--- src/rtl/guitar_scorer.sv ---
// Note-judging and scoring engine: synchronises the strum, judges frets against the notes at the
// hit line, keeps a saturating score/combo/multiplier and posts each judgement on a valid/ready port.
module guitar_scorer #(
    parameter int LANES        = 4,
    parameter int SCORE_W      = 32,
    parameter int COMBO_W      = 8,
    parameter int BASE_POINTS  = 1,
    parameter int COMBO_STEP   = 10,
    parameter int MULT_MAX     = 4,
    parameter int MISS_PENALTY = 1
) (
    input  logic               clock,
    input  logic               reset,
    input  logic               strum,
    input  logic [LANES-1:0]   buttons,
    input  logic [LANES-1:0]   intersections,
    input  logic [LANES-1:0]   note_pass,
    input  logic               clear_score,
    output logic [SCORE_W-1:0] score,
    output logic [COMBO_W-1:0] combo,
    output logic [2:0]         mult,
    output logic               evt_valid,
    output logic               evt_hit,
    input  logic               evt_ready,
    output logic               evt_overflow,
    output logic               busy
);

    typedef enum logic [1:0] {IDLE, EVAL, APPLY} state_t;

    localparam logic [SCORE_W:0]   SCORE_CAP = {1'b0, {SCORE_W{1'b1}}};
    localparam logic [SCORE_W:0]   BASE_EXT  = (SCORE_W+1)'(BASE_POINTS);
    localparam logic [SCORE_W-1:0] PENALTY   = SCORE_W'(MISS_PENALTY);
    localparam logic [COMBO_W:0]   STEP_EXT  = (COMBO_W+1)'(COMBO_STEP);
    localparam logic [COMBO_W:0]   MULT_CAP  = (COMBO_W+1)'(MULT_MAX);

    state_t           state;
    logic             strum_meta, strum_sync, strum_prev;
    logic [LANES-1:0] btn_lat, isect_lat, hit_flags;
    logic             from_strum, judged_hit, pend_miss;

    logic             strum_edge, eval_hit, pass_miss, pend_take;
    logic [LANES-1:0] set_flags;

    assign strum_edge = strum_sync & ~strum_prev;
    // A pending-miss pass has from_strum=0, so it is always judged a miss
    assign eval_hit   = from_strum && (isect_lat != '0) && (btn_lat == isect_lat);
    assign set_flags  = (state == EVAL && eval_hit) ? isect_lat : '0;
    // A lane being marked hit this cycle does not count as passing unhit
    assign pass_miss  = |(note_pass & ~hit_flags & ~set_flags);
    assign pend_take  = (state == IDLE) && !strum_edge && pend_miss;

    logic [SCORE_W:0]   score_sum;
    logic [SCORE_W-1:0] score_hit, score_miss;
    logic [COMBO_W-1:0] combo_hit;
    logic [COMBO_W:0]   mult_raw;
    logic [2:0]         mult_hit;

    always_comb begin
        score_sum  = {1'b0, score} + BASE_EXT * (SCORE_W+1)'(mult);
        score_hit  = (score_sum > SCORE_CAP) ? {SCORE_W{1'b1}} : score_sum[SCORE_W-1:0];
        score_miss = (score > PENALTY) ? score - PENALTY : '0;
        combo_hit  = (combo == {COMBO_W{1'b1}}) ? combo : combo + COMBO_W'(1);
        mult_raw   = {1'b0, combo_hit} / STEP_EXT + (COMBO_W+1)'(1);
        mult_hit   = (mult_raw >= MULT_CAP) ? 3'(MULT_MAX) : mult_raw[2:0];
    end

    always_ff @(posedge clock or posedge reset) begin
        if (reset) begin
            state        <= IDLE;
            strum_meta   <= 1'b0;
            strum_sync   <= 1'b0;
            strum_prev   <= 1'b0;
            btn_lat      <= '0;
            isect_lat    <= '0;
            hit_flags    <= '0;
            from_strum   <= 1'b0;
            judged_hit   <= 1'b0;
            pend_miss    <= 1'b0;
            score        <= '0;
            combo        <= '0;
            mult         <= 3'd1;
            evt_valid    <= 1'b0;
            evt_hit      <= 1'b0;
            evt_overflow <= 1'b0;
            busy         <= 1'b0;
        end else begin
            strum_meta <= strum;
            strum_sync <= strum_meta;
            strum_prev <= strum_sync;
            hit_flags  <= (hit_flags & ~note_pass) | set_flags;

            if (pass_miss)
                pend_miss <= 1'b1;
            else if (pend_take)
                pend_miss <= 1'b0;

            if (evt_valid && evt_ready)
                evt_valid <= 1'b0;

            if (clear_score) begin
                score        <= '0;
                combo        <= '0;
                mult         <= 3'd1;
                evt_overflow <= 1'b0;
            end

            case (state)
                IDLE: begin
                    if (strum_edge) begin
                        btn_lat    <= buttons;
                        isect_lat  <= intersections;
                        from_strum <= 1'b1;
                        state      <= EVAL;
                        busy       <= 1'b1;
                    end else if (pend_miss) begin
                        from_strum <= 1'b0;
                        state      <= EVAL;
                        busy       <= 1'b1;
                    end
                end
                EVAL: begin
                    judged_hit <= eval_hit;
                    state      <= APPLY;
                end
                APPLY: begin
                    if (!clear_score) begin
                        if (judged_hit) begin
                            score <= score_hit;
                            combo <= combo_hit;
                            mult  <= mult_hit;
                        end else begin
                            score <= score_miss;
                            combo <= '0;
                            mult  <= 3'd1;
                        end
                    end
                    // A held, unaccepted event is never overwritten
                    if (!evt_valid || evt_ready) begin
                        evt_valid <= 1'b1;
                        evt_hit   <= judged_hit;
                    end else begin
                        evt_overflow <= 1'b1;
                    end
                    state <= IDLE;
                    busy  <= 1'b0;
                end
                default: begin
                    state <= IDLE;
                    busy  <= 1'b0;
                end
            endcase
        end
    end

endmodule
--- config.mk ---
export PLATFORM = sky130hd
export DESIGN_NAME = guitar_scorer
export DESIGN_NICKNAME = d
export VERILOG_FILES = /design/src/rtl/guitar_scorer.sv
export SDC_FILE = /design/constraint.sdc
export NUM_CORES = 1
export LEC_CHECK = 0
export CORE_UTILIZATION = 57
export CTS_CLUSTER_SIZE = 8
export DETAILED_ROUTE_END_ITERATION = 7
export PLACE_DENSITY_LB_ADDON = 0.1
export REMOVE_ABC_BUFFERS = 1
export SYNTH_ARGS = -nofsm -noshare
export SYNTH_HDL_FRONTEND = slang
export SYNTH_SLANG_ARGS = --single-unit
--- constraint.sdc ---
create_clock -name clock -period 6.4 [get_ports clock]
set_input_delay 0.96 -clock clock [delete_from_list [all_inputs] [get_ports clock]]
set_output_delay 0.96 -clock clock [all_outputs]
set_load 0.01 [all_outputs]
Yosys cells after proc, flatten, opt, wreduce, memory -nomap -nowiden
Index checks and enable logic that the tools add are counted.
Widths: inputs -> output; s select.

word-level totals
  register bits after elaboration = 67
  bits of input ports = 17
  output and inout bits = 47
  logic and storage cells = 91

cells by class
  $add $sub $neg = 4
  divide/modulo/power cells = 1
  order comparisons = 3
  equal/unequal tests = 5
  mux-type cells = 33
  bitwise logic cells = 10
  reduce and logical (&&, ||, !) cells = 18

operators by type and width
  operator               number
  $mux 32                6
  $mux 8                 5
  $add 32x3->33          1
  $gt 33x32->1 const B   1
  $gt 32x1->1 const B    1
  $sub 32x1->32 const B  1
  $mux 3                 5
  $and 4x4->4            3
  $mux 1                 12
  $not 4->4              3
  $add 9x1->9 const B    1
  $div 8x4->9 const B    1
  $ge 9x3->1 const B     1
  $add 8x1->8 const B    1
  $eq 8x8->1 const B     1
  $reduce_and 2->1       4
  $logic_and 1x1->1      6
  $eq 4x4->1             1
  $mux 2                 2
  $mux 4                 1
  $or 4x4->4             1
  $pmux 2 s2             1
  $reduce_bool 2->1      2
  $reduce_bool 4->1      1
  other kinds (10)       12

Longest topological paths before layout
Gate-level depths: netlist of run 1.

  word-level depth = 9
  depth in mapped cells = 22
  depth with buffers taken out = 20

Worst setup path after synthesis of run 1
OpenSTA, ideal clock, no wires.

  path kind = flip-flop to flip-flop
  start = register combo[0]
  end = register mult[2]
  library setup time = 122 ps
  data arrival time = 4870 ps
  required time = 6278 ps
  slack = 1409 ps
  cell stages (with the launch flop) = 23
  path buffers = 2
  period minus slack after synthesis = 4991 ps
  path through = dfrtp_1 -> ha_1 -> buf_2 -> nand3_1 -> o311ai_2 -> nand2_1 -> clkinv_1 -> ha_1 -> nand2b_1 -> a31oi_1 -> or4_1 -> buf_6 -> xnor2_1 -> a32o_1 -> a311o_1 -> a211oi_2 -> a21boi_0 -> a41oi_1 -> nand2_1 -> ha_1 -> nand3b_1 -> o41a_1 -> a32o_1

between the ends
  longest elaborated chain between the ends = 9
  elaborated cells between the ends (all ways) = 10
  classes of those cells = add/sub: 2; div: 1; order compare: 1; eq/ne: 1; mux: 5

RTL lines
  item                                              RTL line  RTL
  start: declaration                                20        output logic [COMBO_W-1:0] combo,
  start signal: assignment                          130       combo <= combo_hit;
  $add 8x1->8 / $eq 8x8->1 (equally long branches)  63        combo_hit = (combo == {COMBO_W{1'b1}}) ? combo : combo + COMBO_W'(1);
  $mux 8 *                                          63
  $div 8x4->9 *                                     64        mult_raw = {1'b0, combo_hit} / STEP_EXT + (COMBO_W+1)'(1);
  $add 9x1->9 *                                     64
  $ge 9x3->1                                        65        mult_hit = (mult_raw >= MULT_CAP) ? 3'(MULT_MAX) : mult_raw[2:0];
  $mux 3 *                                          65
  $mux 3 *                                          128       if (judged_hit) begin
  $mux 3 *                                          127       if (!clear_score) begin
  $mux 3 *                                          108       case (state)
  end signal: assignment                            131       mult <= mult_hit;
  end: declaration                                  21        output logic [2:0] mult,

Mark *: on every way between the ends. The rest lies on a longest branch, timed or not.
A chain may end at the register's enable or synchronous reset.

Worst setup path in the final report of run 1
Same ends and word-level chain as after synthesis.

==> results.env, run 1 <==
GRT_USE_MET2_PCT=49.8
PLACE.PORT_BUFFERS=63
SETUP_VIOLATIONS=0
GRT_ANTENNA_BEFORE_REPAIR=0
CRIT_PATH_MAX_FANOUT=10
VIAS_PER_CELL=6.41
SYNTH_COMMONEST_CELLS='sky130_fd_sc_hd__o21ai_0, sky130_fd_sc_hd__nor2_1, sky130_fd_sc_hd__dfrtp_1, sky130_fd_sc_hd__nand2_1, sky130_fd_sc_hd__clkbuf_1'
P_PER_AREA_nW_PER_UM2=483
MAX-SLEW-MARGIN-REL_PCT=26.7
WORSTPATHARRIVAL_NS=6.01
CTS_TREE='built'
POST-SYNTH-TOP-AREA-CELL='sky130_fd_sc_hd__dfrtp_1'
SYNTH_EDF_COUNT=0
GRT_MAX_DEGREE=68
WORST_SETUP_HOLD_PATH_CLK_SLEW_NS=0.09
DETAILEDROUTE.FIRSTPASSITERATIONCOUNT=5
GRT_PASS1_VIAS=4520
CTS.REPAIR.RESIZED=0
TRITONCTS_SINKS=67
POSTCTSSETUPBUFFERS=0
DETAIL_ROUTE.WIRELENGTH_MM=13.4
CLK-INSERTION-DELAY-LATE_NS=0.37
FINALNETCOUNT=711
REPORT.FINAL.SLEW_VIOL_COUNT=0
DP_HPWL_MM=8.74
GLOBAL_ROUTE_WIRE_LENGTH_BEFORE_REPAIR_MM=21.5
CRITICAL_PATH.ENDPOINT_TYPE='flip-flop'
GR-MAX-USAGE-LAYER='met2'
VIAS=5116
WL_PER_CELL_UM=16.8
CHIPWIDTH_UM=96.2
N_FILL_CELL=741
SYNTHARSTFLOPSHARE_PCT=100
ANT_DIODES=0
CTS_ROOT_BUF='sky130_fd_sc_hd__clkbuf_8'
DRTANTENNAVIOLNETS=0
FINAL.PERIOD_UTILIZATION_PCT=90.0
FINAL_PERIOD_MINUS_WORST_SETUP_SLACK_NS=5.76
GRT.MET1_USAGE_PCT=38.2
REQUIRED_NS=6.65
ROWS=34
DESIGN.DIE.AREA_UM2=9260
GRT_USE_MET3_PCT=5.69
TIMING.SETUP.CRITICAL_PATH_CLASS='reg -> reg'
DIE_H_UM=96.2
POST-ROUTE-CELL-AREA_UM2=5880
SYN_AREA_UM2=5060
SYNTH.MOST_COMMON_CELL='sky130_fd_sc_hd__o21ai_0'
STATUS='finished clean'
SYNTH-SEQ-AREA-SHARE_PCT=33.2
DRIVE_ABOVE_1_SHARE_PCT=7.54
POSTSYNTHAREAPERCELL_UM2=7.70
PLACED_AREA_UM2=5670
IO-PIN-COUNT=64
YS_FF_LATCH=67
UNREPAIRED_SETUP_ENDPOINTS_AFTER_GLOBAL_ROUTING='false'
FINALCLOCKSKEW_NS=0.0181
SYNTHFLOPTYPE='sky130_fd_sc_hd__dfrtp_1'
CELLLEAKAGEPOWER_nW=2.39
DRCVIOLATIONCOUNT=0
WORST_SLACK_NS=0.639
TIGHTESTPINTRANSITION_NS=1.10
PLACE_WS_NS=0.786
YOSYSUNIQUECELLTYPES=66
GLOBALPLACE.CONGESTION=0.948
CLOCK.FMAX_GHz=0.174
AREA_GROWTH_SYN_TO_LAYOUT_PCT=16.3
CTSHOLDBUFFERS=0
TIMING.HOLD.WORST.CLASS='reg -> reg'
CP-START-KIND='flip-flop'
MAIN_AREA_CONTRIBUTORS_AFTER_SYNTHESIS='sky130_fd_sc_hd__dfrtp_1, sky130_fd_sc_hd__o21ai_0, sky130_fd_sc_hd__nor2_1'
CTS-BUFFERS-INSERTED=9
PEAK_SUPPLY_DROP_V=0.000427
TIMING.SETUP.TNS_NS=0
GRT_UTIL_ALL_LAYERS_PCT=29.9
HTREEDEPTH=3
DESIGN.CORE.AREA_UM2=8640
CTS_MAX_PATH_BUFFERS=2
POSTSYNTHCELLCOUNT=657
MAX-CAP-VIOLATIONS=0
TIMING_HOLD_VIOLATIONS_FINAL=0
DRT-INITIAL-DRC-COUNT=315
INITIAL_CORE_UTIL_PCT=58.6
YOSYS.AREA.TOP_TYPE_SHARE_PCT=32.6
YOSYSWARNINGS=0
TOTAL_OVERFLOW_REPORTED_BY_THE_GLOBAL_ROUTER=0
## through the flow
step | utilization, % | power, mW | hold WS, ns | cells
3_5_place_dp | 65.7 | 2.41 | 0.346 | 782
3_3_place_gp | 65.7 | 2.37 | 0.333 | 782
4_1_cts | 68.1 | 2.81 | 0.374 | 798
6_report | 68.1 | 2.84 | 0.367 | 798
2_1_floorplan | - | 1.87 | 0.331 | 605
5_1_grt | 68.1 | 3.09 | 0.385 | 798
## worst max-delay path, stage by stage (launching register included)
cell and delay [ns]:
sky130_fd_sc_hd__dfrtp_1 0.49, sky130_fd_sc_hd__ha_1 0.40, sky130_fd_sc_hd__nand3_1 0.26, sky130_fd_sc_hd__o311ai_2 0.38, sky130_fd_sc_hd__nand2_1 0.16, sky130_fd_sc_hd__clkinv_1 0.16
sky130_fd_sc_hd__ha_1 0.23, sky130_fd_sc_hd__nand2b_1 0.12, sky130_fd_sc_hd__a31oi_1 0.10, sky130_fd_sc_hd__or4_1 0.71, sky130_fd_sc_hd__xnor2_1 0.21, sky130_fd_sc_hd__a32o_1 0.26
sky130_fd_sc_hd__a311o_1 0.33, sky130_fd_sc_hd__a211oi_2 0.50, sky130_fd_sc_hd__a21boi_0 0.20, sky130_fd_sc_hd__a41oi_1 0.27, sky130_fd_sc_hd__nand2_1 0.10, sky130_fd_sc_hd__ha_1 0.23
sky130_fd_sc_hd__nand3b_1 0.17, sky130_fd_sc_hd__o41a_1 0.16, sky130_fd_sc_hd__a32o_1 0.21
## report_power, final
part           switching (mW)  leakage [nW]  internal (mW)
clock                   0.203         0.103          0.188
combinational            1.07          1.40          0.676
sequential              0.175         0.888          0.525
## layer usage
| metal | vias up | share of wire [%] | wire length (µm) |
|---|---|---|---|
| met1 | 2451 | 43 | 5830 |
| met4 | 0 | 1.9 | 262 |
| li1 | 2447 | - | - |
| met3 | 24 | 6.0 | 808 |
| met5 | - | 0 | 0 |
| met2 | 194 | 49 | 6540 |
## layout make-up
class | instances | area, µm² | area share [%]
Clock buffer | 9 | 124 | 2.11
Clock inverter | 7 | 83.8 | 1.43
Inverter | 19 | 71.3 | 1.21
Multi-Input combinational cell | 519 | 3110 | 52.9
Sequential cell | 67 | 1680 | 28.5
Tap cell | 108 | 135 | 2.30
Timing Repair Buffer | 69 | 676 | 11.5
## cell usage in the layout (no fill, tap or decap), types with 4 or more instances in the layout
master / n
sky130_fd_sc_hd__o21ai_0: 88
sky130_fd_sc_hd__o21ai_1: 4
sky130_fd_sc_hd__buf_4: 6
sky130_fd_sc_hd__xor2_1: 15
sky130_fd_sc_hd__ha_1: 8
sky130_fd_sc_hd__o41ai_1: 5
sky130_fd_sc_hd__xnor2_1: 19
sky130_fd_sc_hd__dfrtp_1: 66
sky130_fd_sc_hd__o31ai_1: 9
sky130_fd_sc_hd__nor2b_1: 7
sky130_fd_sc_hd__mux2_2: 10
sky130_fd_sc_hd__nand2b_1: 4
sky130_fd_sc_hd__and2_1: 5
sky130_fd_sc_hd__a21oi_1: 37
sky130_fd_sc_hd__a22oi_1: 23
sky130_fd_sc_hd__nor4_1: 9
sky130_fd_sc_hd__a31oi_1: 5
sky130_fd_sc_hd__nor2_1: 70
sky130_fd_sc_hd__clkdlybuf4s50_1: 63
sky130_fd_sc_hd__and3_1: 11
sky130_fd_sc_hd__nor3_1: 22
sky130_fd_sc_hd__nand3_1: 29
sky130_fd_sc_hd__clkbuf_8: 9
sky130_fd_sc_hd__nand4_1: 9
sky130_fd_sc_hd__nand2_1: 64
sky130_fd_sc_hd__inv_1: 16
sky130_fd_sc_hd__a21o_1: 6
## final timing paths
kind | start | endpoint | slack (ns) | cells past startpoint
worst min register to register | strum_meta$_DFF_PP0_ | strum_sync$_DFF_PP0_ | 0.37 | 0
worst min-delay path | strum_meta$_DFF_PP0_ | strum_sync$_DFF_PP0_ | 0.37 | 0
worst max register to register | combo[0]$_DFF_PP0_ | mult[2]$_DFF_PP0_ | 0.64 | 20
worst max-delay path | combo[0]$_DFF_PP0_ | mult[2]$_DFF_PP0_ | 0.64 | 20
min in group asynchronous | reset | score[24]$_DFF_PP0_ | 1.14 | 3
max in group asynchronous | reset | combo[0]$_DFF_PP0_ | 4.67 | 3
## registers in the layout (all words and copies together), names as in the netlist
| name | cells |
|---|---|
| state | 2 |
| evt_overflow | 1 |
| mult | 3 |
| hit_flags | 4 |
| strum_sync | 1 |
| score | 32 |
| busy | 1 |
| strum_meta | 1 |
| from_strum | 1 |
| judged_hit | 1 |
| pend_miss | 1 |
| evt_hit | 1 |
| btn_lat | 4 |
| evt_valid | 1 |
| combo | 8 |
| isect_lat | 4 |
| strum_prev | 1 |
## cell families after synthesis
logic type | synth area share, %
compound gates | 27.1
xor+xnor | 5.89
fa+ha+maj | 2.37
buf+inv | 5.54
flops | 33.2
mux | 2.23
simple gates | 23.7
Power figures use the tool's default switching activity.
==> run 2, diff against run 1 <==
--- a/config.mk
+++ b/config.mk
@@ -8,6 +8,7 @@
 export CORE_UTILIZATION = 57
 export CTS_CLUSTER_SIZE = 8
 export DETAILED_ROUTE_END_ITERATION = 7
+export HOLD_SLACK_MARGIN = 0.1
 export PLACE_DENSITY_LB_ADDON = 0.1
 export REMOVE_ABC_BUFFERS = 1
 export SYNTH_ARGS = -nofsm -noshare
==> results of run 2 <==
Same layout as run 1: the final DEF is identical, and so are final timing and power.
